--- src/rtl/pc_sequencer_pkg.sv ---
// Shared encodings for the PC sequencer.
// Holds the FSM state type and the branch-type codes.
package pc_sequencer_pkg;

  typedef enum logic [2:0] {
    ST_IDLE   = 3'd0,
    ST_FETCH  = 3'd1,
    ST_DECODE = 3'd2,
    ST_EXEC   = 3'd3,
    ST_HALT   = 3'd4
  } state_t;

  localparam logic [2:0] BR_JMP  = 3'd0;
  localparam logic [2:0] BR_BEQ  = 3'd1;
  localparam logic [2:0] BR_BNE  = 3'd2;
  localparam logic [2:0] BR_BLT  = 3'd3;
  localparam logic [2:0] BR_BGE  = 3'd4;
  localparam logic [2:0] BR_BLTU = 3'd5;
  localparam logic [2:0] BR_BGEU = 3'd6;
  localparam logic [2:0] BR_JMP2 = 3'd7;

endpackage

--- src/rtl/pc_sequencer_branch_cond.sv ---
// Combinational branch resolution from branch type and ALU flags.
// Kept standalone so a pipelined front end can reuse it.
module branch_cond
  import pc_sequencer_pkg::*;
(
  input  logic       is_branch,
  input  logic [2:0] br_type,
  input  logic       zero,
  input  logic       neg,
  input  logic       ltu,
  output logic       cond
);

  always_comb begin
    cond = 1'b0;
    if (is_branch) begin
      unique case (br_type)
        BR_JMP,
        BR_JMP2: cond = 1'b1;
        BR_BEQ:  cond = zero;
        BR_BNE:  cond = !zero;
        BR_BLT:  cond = neg;
        BR_BGE:  cond = !neg;
        BR_BLTU: cond = ltu;
        BR_BGEU: cond = !ltu;
        default: cond = 1'b0;
      endcase
    end
  end

endmodule

--- src/rtl/pc_sequencer.sv ---
// Multicycle fetch/decode/exec sequencer owning the PC.
// Commits PC+1 or PC+imed when the datapath signals done.
module pc_sequencer
  import pc_sequencer_pkg::*;
#(
  parameter int unsigned XLEN = 32,
  parameter logic [XLEN-1:0] RESET_PC = '0
) (
  input  logic            clk,
  input  logic            rst_n,
  output logic            imem_req,
  output logic [XLEN-1:0] imem_addr,
  input  logic            imem_ack,
  output logic            instr_valid,
  input  logic            exec_done,
  input  logic            is_branch,
  input  logic [2:0]      br_type,
  input  logic [XLEN-1:0] imed,
  input  logic            zero,
  input  logic            neg,
  input  logic            ltu,
  input  logic            halt,
  output logic [XLEN-1:0] pc,
  output logic            taken,
  output logic            halted,
  output logic [XLEN-1:0] instret
);

  localparam logic [XLEN-1:0] ONE = {{(XLEN-1){1'b0}}, 1'b1};

  state_t          state;
  state_t          state_nx;
  logic            cond;
  logic            commit;
  logic [XLEN-1:0] next_pc;

  branch_cond u_cond (
    .is_branch (is_branch),
    .br_type   (br_type),
    .zero      (zero),
    .neg       (neg),
    .ltu       (ltu),
    .cond      (cond)
  );

  assign commit  = (state == ST_EXEC) && exec_done;
  assign next_pc = cond ? pc + imed : pc + ONE;

  always_comb begin
    state_nx    = state;
    imem_req    = 1'b0;
    instr_valid = 1'b0;
    halted      = 1'b0;
    unique case (state)
      ST_IDLE:   state_nx = ST_FETCH;
      ST_FETCH: begin
        imem_req = 1'b1;
        if (imem_ack) state_nx = ST_DECODE;
      end
      ST_DECODE: begin
        instr_valid = 1'b1;
        state_nx    = ST_EXEC;
      end
      ST_EXEC: begin
        if (exec_done) state_nx = halt ? ST_HALT : ST_FETCH;
      end
      ST_HALT:   halted = 1'b1;
      default:   state_nx = ST_IDLE;
    endcase
  end

  always_ff @(posedge clk or negedge rst_n) begin
    if (!rst_n) begin
      state   <= ST_IDLE;
      pc      <= RESET_PC;
      taken   <= 1'b0;
      instret <= '0;
    end else begin
      state <= state_nx;
      if (commit) begin
        pc      <= next_pc;
        taken   <= cond;
        instret <= instret + ONE;
      end
    end
  end

  assign imem_addr = pc;

endmodule

--- config.mk ---
export PLATFORM = sky130hd
export DESIGN_NAME = pc_sequencer
export DESIGN_NICKNAME = d
export VERILOG_FILES = /design/src/rtl/pc_sequencer_pkg.sv /design/src/rtl/pc_sequencer_branch_cond.sv /design/src/rtl/pc_sequencer.sv
export SDC_FILE = /design/constraint.sdc
export NUM_CORES = 1
export LEC_CHECK = 0
export ABC_AREA = 0
export CORE_MARGIN = 4
export CORE_UTILIZATION = 25
export DETAILED_ROUTE_END_ITERATION = 10
export RECOVER_POWER = 50
export SYNTH_ARGS = -nofsm -noshare
export SYNTH_HDL_FRONTEND = slang
export SYNTH_SLANG_ARGS = --single-unit
export TNS_END_PERCENT = 100
--- constraint.sdc ---
create_clock -name clk -period 5.1 [get_ports clk]
set_input_delay 0.51 -clock clk [delete_from_list [all_inputs] [get_ports clk]]
set_output_delay 0.51 -clock clk [all_outputs]
set_load 0.05 [all_outputs]
Word level (Yosys, flattened, before mapping)
Cells that the tools add are included.

Add/subtract/negate cells: 3. Eq/ne operators: 13. Mux-type cells: 10. Bitwise logic cells: 1. Reductions and logical operators: 8.

Operators by type and width (count): $add A32 B1 Y32 const B (2); $add A32 B32 Y32 (1); $mux W32 (1); $eq A3 B3 Y1 const B (5); $pmux W3 S5 (1); $eq A3 B2 Y1 const B (4); $mux W3 (3); $pmux W1 S7 (1); $eq A3 B1 Y1 const B (2); $logic_not A3 Y1 (2); $mux W1 (4); $ne A2 B2 Y1 const B (2); $logic_not A1 Y1 (3); $reduce_and A3 Y1 (1); $reduce_or A2 Y1 (1); $logic_and A1 B1 Y1 (1); $not A1 Y1 (1).

Bits in registers: 68. Input bits: 44. Output and inout port bits: 100. Word-level logic and storage cells: 39.

Longest topological paths before layout
Depth in word-level cells: 5. Mapped depth: 15. Mapped depth without buffers: 14.

Cells and area by module
From an unflattened synthesis, not the netlist that was laid out.

Cells, all modules: 559. Area total of the unflattened synthesis: 4959.8 um^2.

Modules (own cells, without submodules): pc_sequencer (times used 1, cells an instance 552, area each 4911.0 um^2, sequential area each 1701.6 um^2); branch_cond (times used 1, cells an instance 7, area each 48.8 um^2, sequential area each 0.0 um^2).

Least setup slack after synthesis
No wires, ideal clock.

Path kind: input-to-reg. From: in br_type[1]. To: reg pc[30], in the netlist imem_addr[30]. Library setup time: 0.132 ns. Arrival time: 3.232 ns. Data required time: 4.968 ns. Setup slack: 1.736 ns. Stages: 14. Path buffers: 0. Path through: o22ai_1 -> mux2i_1 -> a21boi_0 -> nand2b_1 -> ha_1 -> fa_1 -> a21o_2 -> a31o_1 -> a31oi_4 -> o21ai_2 -> a211o_1 -> a31o_1 -> xnor2_1 -> o21ai_1.

Word-level cells in the longest chain between the ends: 5. Elaborated cells between the ends (all ways): 12. Those cells by class: eq/ne: 7; mux: 3; reduce/logical: 2.

Ends and longest elaborated chain: from (decl) (line pc_sequencer.sv:17) `input logic [2:0] br_type,`; $eq A3 B3 Y1 or $logic_not A3 Y1 (tied branches) (line pc_sequencer_branch_cond.sv:17) `unique case (br_type)`; $reduce_or A2 Y1 (line pc_sequencer_branch_cond.sv:17); $pmux W1 S7 (*) (line pc_sequencer_branch_cond.sv:17); $mux W1 (*) (line pc_sequencer_branch_cond.sv:16) `if (is_branch) begin`; $mux W32 (*) (line pc_sequencer.sv:47) `assign next_pc = cond ? pc + imed : pc + ONE;`; to (signal assigned) (line pc_sequencer.sv:81) `pc <= next_pc;`; to (decl) (line pc_sequencer.sv:23) `output logic [XLEN-1:0] pc,`.

Mark *: on every way between the ends. The rest lies on a longest branch, timed or not. A chain may end at the register's enable or synchronous reset.

Final worst setup path
From: in br_type[2]. To: reg pc[30], in the netlist imem_addr[30].

The elaborated chain is that of the path after synthesis.

==> flow_metrics.py <==
metrics = {
    "hold_path": {
        "min_path_type": "in2async",
    },
    "timing": {
        "tightest_slew_ns": 2.10,
        "holdWs_ns": 0.293,
        "finalSetupViolations": 0,
        "slew_viol_final": 38,
        "period_needed_ns": 3.73,
        "rsz0062_at_grt": "false",
        "skew_ns": 0.00904,
        "setup_ws_ns": 1.37,
        "hold_violations": 0,
        "max_freq_mhz": 268,
        "relSlewSlack": -0.399,
        "tns_ns": 0,
        "period_share": 0.732,
    },
    "place": {
        "hpwlAfterDp_mm": 9.87,
        "placedInstanceArea_mm2": 0.00630,
        "portBuffers": 143,
        "pre_cts_ws_ns": 1.03,
        "place.gp.congestion": 0.805,
        "dpl.cell_count": 905,
    },
    "detailed_routing": {
        "drt_first_pass_iters": 4,
        "ant_nets": 0,
        "drtIter0Drc": 167,
        "vias": 4113,
        "post_drt_wl_per_cell_um": 14.0,
        "drc": 0,
        "viasPerCell": 4.47,
        "drt-total-wl_mm": 12.9,
    },
    "cts": {
        "cts_buffers": 9,
        "clkTransAtPathRegs_ns": 0.06,
        "cts_resized": 0,
        "cts_setup_buffers": 0,
        "cts_tree": "yes",
        "cts_root_buf": "clkbuf_16",
        "clock_latency_ns": 0.34,
        "ctsHoldBuffers": 0,
        "h-tree-depth": 3,
        "clock_sinks": 68,
        "clk_path_buf_depth": 2,
    },
    "final_layout": {
        "final_area_mm2": 0.00661,
        "final_core_utilization": 0.350,
        "syn_to_final_growth_pct": 36.4,
        "nNetsFinal": 733,
        "instances_no_fill": 921,
        "num_antenna_cells": 0,
        "drive_above_1_share": 0.0560,
    },
    "run_status": {
        "status": "finished with violations",
        "violations": "capacitance limit, slew limit",
    },
    "setup_path": {
        "r2r-start": "state[1]",
        "rr_worst_depth": 4,
        "critPathLaunchType": "input pin",
        "cp-end-kind": "flop",
        "r2r_setup_slack_ns": 2.14,
        "arrival_ns": 3.88,
        "worstSetupStartpoint": "br_type[2]",
        "cp.required_ns": 5.25,
        "path_max_fanout": 32,
        "path_class": "in2reg",
        "reg2reg_to": "imem_addr[14]",
    },
    "synth": {
        "synth-main-ff-cell": "dfrtp_1",
        "synth_adder_area_share": 0.0867,
        "synth_area_leaders": "dfrtp_1 (35%), ha_1 (8.3%), xnor2_1 (7.2%)",
        "synth-edff-count": 0,
        "async_reset_ff_frac": 1.00,
        "yosys.area_share.simple": 0.212,
        "ys_ff_latch": 68,
        "synth_cell_types": 60,
        "syn_area_mm2": 0.00485,
        "synthCells": 550,
        "synth-compound-area-share": 0.166,
        "synth_top_area_frac": 0.351,
        "synth_area_per_cell_um2": 8.82,
        "synth_top_family_by_area": "simple AND/OR/NAND/NOR gates",
        "muxShareOfSynthArea": 0.00826,
        "yosys.area.top_type": "dfrtp_1",
        "post-synth-top-count-cell": "nand2_1",
        "synthTopCellsByCount": "nand2_1 (78), dfrtp_1 (68), xnor2_1 (40)",
        "yosysWarnings": 0,
        "ys_seq_area_frac": 0.351,
        "synth-xor-area-share": 0.103,
        "syn-num-nets": 627,
    },
    "pwr": {
        "powerDensity_mw_per_mm2": 548,
        "p_leak_nw": 2.95,
        "ir_drop_mv": 0.287,
        "total_power_mw": 3.63,
    },
    "global_route": {
        "antenna_found_initial": 0,
        "grt_max_degree": 69,
        "grt_pass1_vias": 4132,
        "overflow": 0,
        "grt_usage": 0.122,
        "grt_pass1_wl_mm": 21.4,
    },
    "die": {
        "rows": 50,
        "dieArea_mm2": 0.0217,
        "ios": 144,
        "start_util": 0.257,
        "core_mm2": 0.0189,
        "fp.dieH_um": 147,
        "fp.dieW_um": 147,
    },
    "run": {
        "cap_violations": 1,
    },
}
[state kept, by name, indices dropped and copies added, names as in the netlist]
| signal | count |
|---|---|
| state | 3 |
| instret | 32 |
| imem_addr | 32 |
| taken | 1 |
[kinds of logic (layout without fill, tap and decap cells)]
logic type / count (synthesis) / after routing
AND/OR/NAND/NOR: 203 / 203
AO/OA/AOI/OAI: 125 / 125
flip-flops: 68 / 68
buffers and inverters: 60 / 171
XOR/XNOR: 57 / 57
adder cells (fa/ha/maj): 33 / 33
multiplexers: 4 / 4
[cell usage in the layout (no fill, tap or decap), types with 7 or more instances in the layout]
| cell | instances |
|---|---|
| o21ai_0 | 29 |
| nand2_1 | 78 |
| xor2_1 | 17 |
| nand4_1 | 9 |
| a21oi_1 | 36 |
| dlygate4sd3_1 | 34 |
| nor2_1 | 21 |
| ha_1 | 32 |
| nor3_1 | 7 |
| clkdlybuf4s50_1 | 108 |
| dfrtp_1 | 68 |
| and3_1 | 13 |
| xnor2_1 | 40 |
| nand3_1 | 21 |
| a21o_1 | 10 |
| clkbuf_16 | 9 |
| and2_1 | 31 |
| inv_1 | 10 |
[routing by layer]
| layer | vias to the layer above | GRT usage | wire, um |
|---|---|---|---|
| li1 | 2093 | - | - |
| met1 | 1893 | 0.166 | 6470 |
| met2 | 114 | 0.192 | 5620 |
| met3 | 13 | 0.0361 | 716 |
| met4 | 0 | 0.0280 | 136 |
| met5 | - | 0 | 0 |
[where the power goes]
| part | internal, mW | leakage, nW | switching [mW] |
|---|---|---|---|
| registers | 0.674 | 0.900 | 0.180 |
| clock network | 0.428 | 0.149 | 0.256 |
| logic | 0.700 | 1.90 | 1.39 |
| total | 1.80 | 2.95 | 1.82 |
[worst max path at each step]
stage               depth (start not counted)       endpoint  slack, ns
floorplan                                  14  imem_addr[30]       1.74
global placement                           15  imem_addr[30]       1.10
detailed placement                         15  imem_addr[30]       1.03
CTS                                        15  imem_addr[30]       1.40
global route                               15  imem_addr[25]       1.14
finish                                     15  imem_addr[30]       1.37
[final cells by class]
cell class	count	area, um^2
fillers	1972	12300
multi-input cells	422	2790
flip-flops and latches	68	1700
repair buffers	145	1440
well taps	260	325
clock buffers	10	229
clock inverters	6	88.8
inverters	10	37.5
[worst max-delay path, cell delays in order]
cell             delay [ns]
clkdlybuf4s50_1        0.45
a22o_1                 0.22
mux2i_1                0.17
a21boi_2               0.08
buf_4                  0.23
and2_1                 0.22
fa_1                   0.43
a21o_2                 0.24
a31o_1                 0.26
a31oi_4                0.25
o21ai_2                0.12
a211o_1                0.26
a31o_1                 0.21
xnor2_1                0.13
o21ai_1                0.07
Power figures use the tool's default switching activity.
==> RTL change, RTL diff (same settings) <==
Set the parameter `XLEN` to 40 (it was 32).
--- a/src/rtl/pc_sequencer.sv
+++ b/src/rtl/pc_sequencer.sv
@@ -4,5 +4,5 @@
   import pc_sequencer_pkg::*;
 #(
-  parameter int unsigned XLEN = 32,
+  parameter int unsigned XLEN = 40,
   parameter logic [XLEN-1:0] RESET_PC = '0
 ) (
Ports: changed (resized imed, imem_addr, instret and pc); port bits go from 144 to 176. No check against the original RTL was run, so the function may have changed too.
==> RTL change against the original RTL <==
- the flow still finishes with violations (max-capacitance violations, max-slew violations)
- area after synthesis is 28% higher
- sequential share of layout area is 0.18 points lower
- die area is 26% higher
- cell count is 26% higher
- setup slack worse by 0.47 ns
- fmax is 11% lower
- routed wire length is 32% higher
- total power is 21% higher
- via count is 30% higher
- sequential cell count is 16 higher
- cell area is 24% higher
- first-iteration DRC count is 74% higher
- critical path type unchanged
- largest cell class unchanged
- largest power group unchanged
==> RTL change: results (changes against the original RTL) <==
drt:
  drtIter0Drc: 290  # +74%
  vias: 5342  # +30%
  drt-met1-wl_um: 7793  # +21%
  wl_um: 17020  # +32%
setup_path:
  r2r_slack_ns: 1.53  # -0.61 ns
  crit_path_max_incr_delay_ns: 0.52  # +0.07 ns
  endpoint: "imem_addr[26]$_DFFE_PN0P_"
  crit_fanout: 41  # +28%
  crit_arrival_ns: 4.29  # +0.41 ns
  crit-reg2reg-launch: "state[0]$_DFFE_PN0P_"
  rr_worst_depth: 5  # +1
sta:
  finalMaxSlewViolations: 126  # +230%
synthesis:
  synthMuxAreaShare_pct: 0.3231  # -0.50 points
  synth.area.top_cells: "dfrtp_1 (34%), ha_1 (8.1%), nand2_1 (5.7%)"
  synth_xor_area_share_pct: 9.612  # -0.68 points
  syn_nets: 798  # +27%
  yosys.cell_types.count: 74  # +23%
  yosys-top-cells-count: "nand2_1 (94), dfrtp_1 (84), o21ai_0 (50), a21oi_1 (43), and2_1 (42)"
  yosysSeqAreaShare_pct: 33.93  # -1.2 points
  synth_compound_area_share_pct: 18.21  # +1.6 points
  synthAdderAreaFrac_pct: 8.401  # -0.27 points
layout:
  clkCellAreaFrac_pct: 3.863  # -0.94 points
  num-clock-buffers: 9  # -1
  final_nets: 925  # +26%
  drive_gt1_share_pct: 5.137  # -0.46 points
  nonClockInverterCount: 14  # +4
  fillCellCount: 2536  # +29%
status:
  violations: "max-capacitance violations, max-slew violations"
  status: "finished with violations"
clock_network:
  clock-sinks: 84  # +24%
placed_design:
  post-dp-hpwl_um: 13340  # +35%
  io_buffers: 175  # +22%
  globalplace.congestion: 0.8556  # +6.4%
power:
  cellPowerDensity_nw_per_um2: 535.3  # -2.4%
  switchingPower_mw: 2.303  # +26%
  power_leakage_nw: 3.604  # +22%
run:
  max_cap_violations: 2  # +1
hold_path:
  min-delay-path-class: "register to register"
## RTL change: cell types whose count changed after synthesis, moves of 6 or more
cell,unedited run,this run
o21ai_0,29,50
dfrtp_1,68,84
nand2_1,78,94
nor2_1,20,35
and2_1,31,42
xor2_1,17,28
ha_1,32,40
a21oi_1,36,43
buf_4,33,40
a21o_1,10,16
## RTL change: metrics by stage
stage               hold slack [ns]  cells  worst slack (ns)  cell area [sq um]
detailed placement           0.4648   1145            0.5993               7983
CTS                          0.1520   1161            0.9922               8300
finish                       0.4666   1161            0.8977               8227
global placement             0.4613   1145            0.6718               7983
global route                 0.5080   1161            0.5476               8227
floorplan                    0.2144    705             1.463               6196
## RTL change: per-layer routing
metal  vias to the layer above  GRT usage (%)
li1                       2694              -
met1                      2482          16.84
met2                       152          20.45
met3                        14          2.556
met4                         0          4.049
met5                         -              0
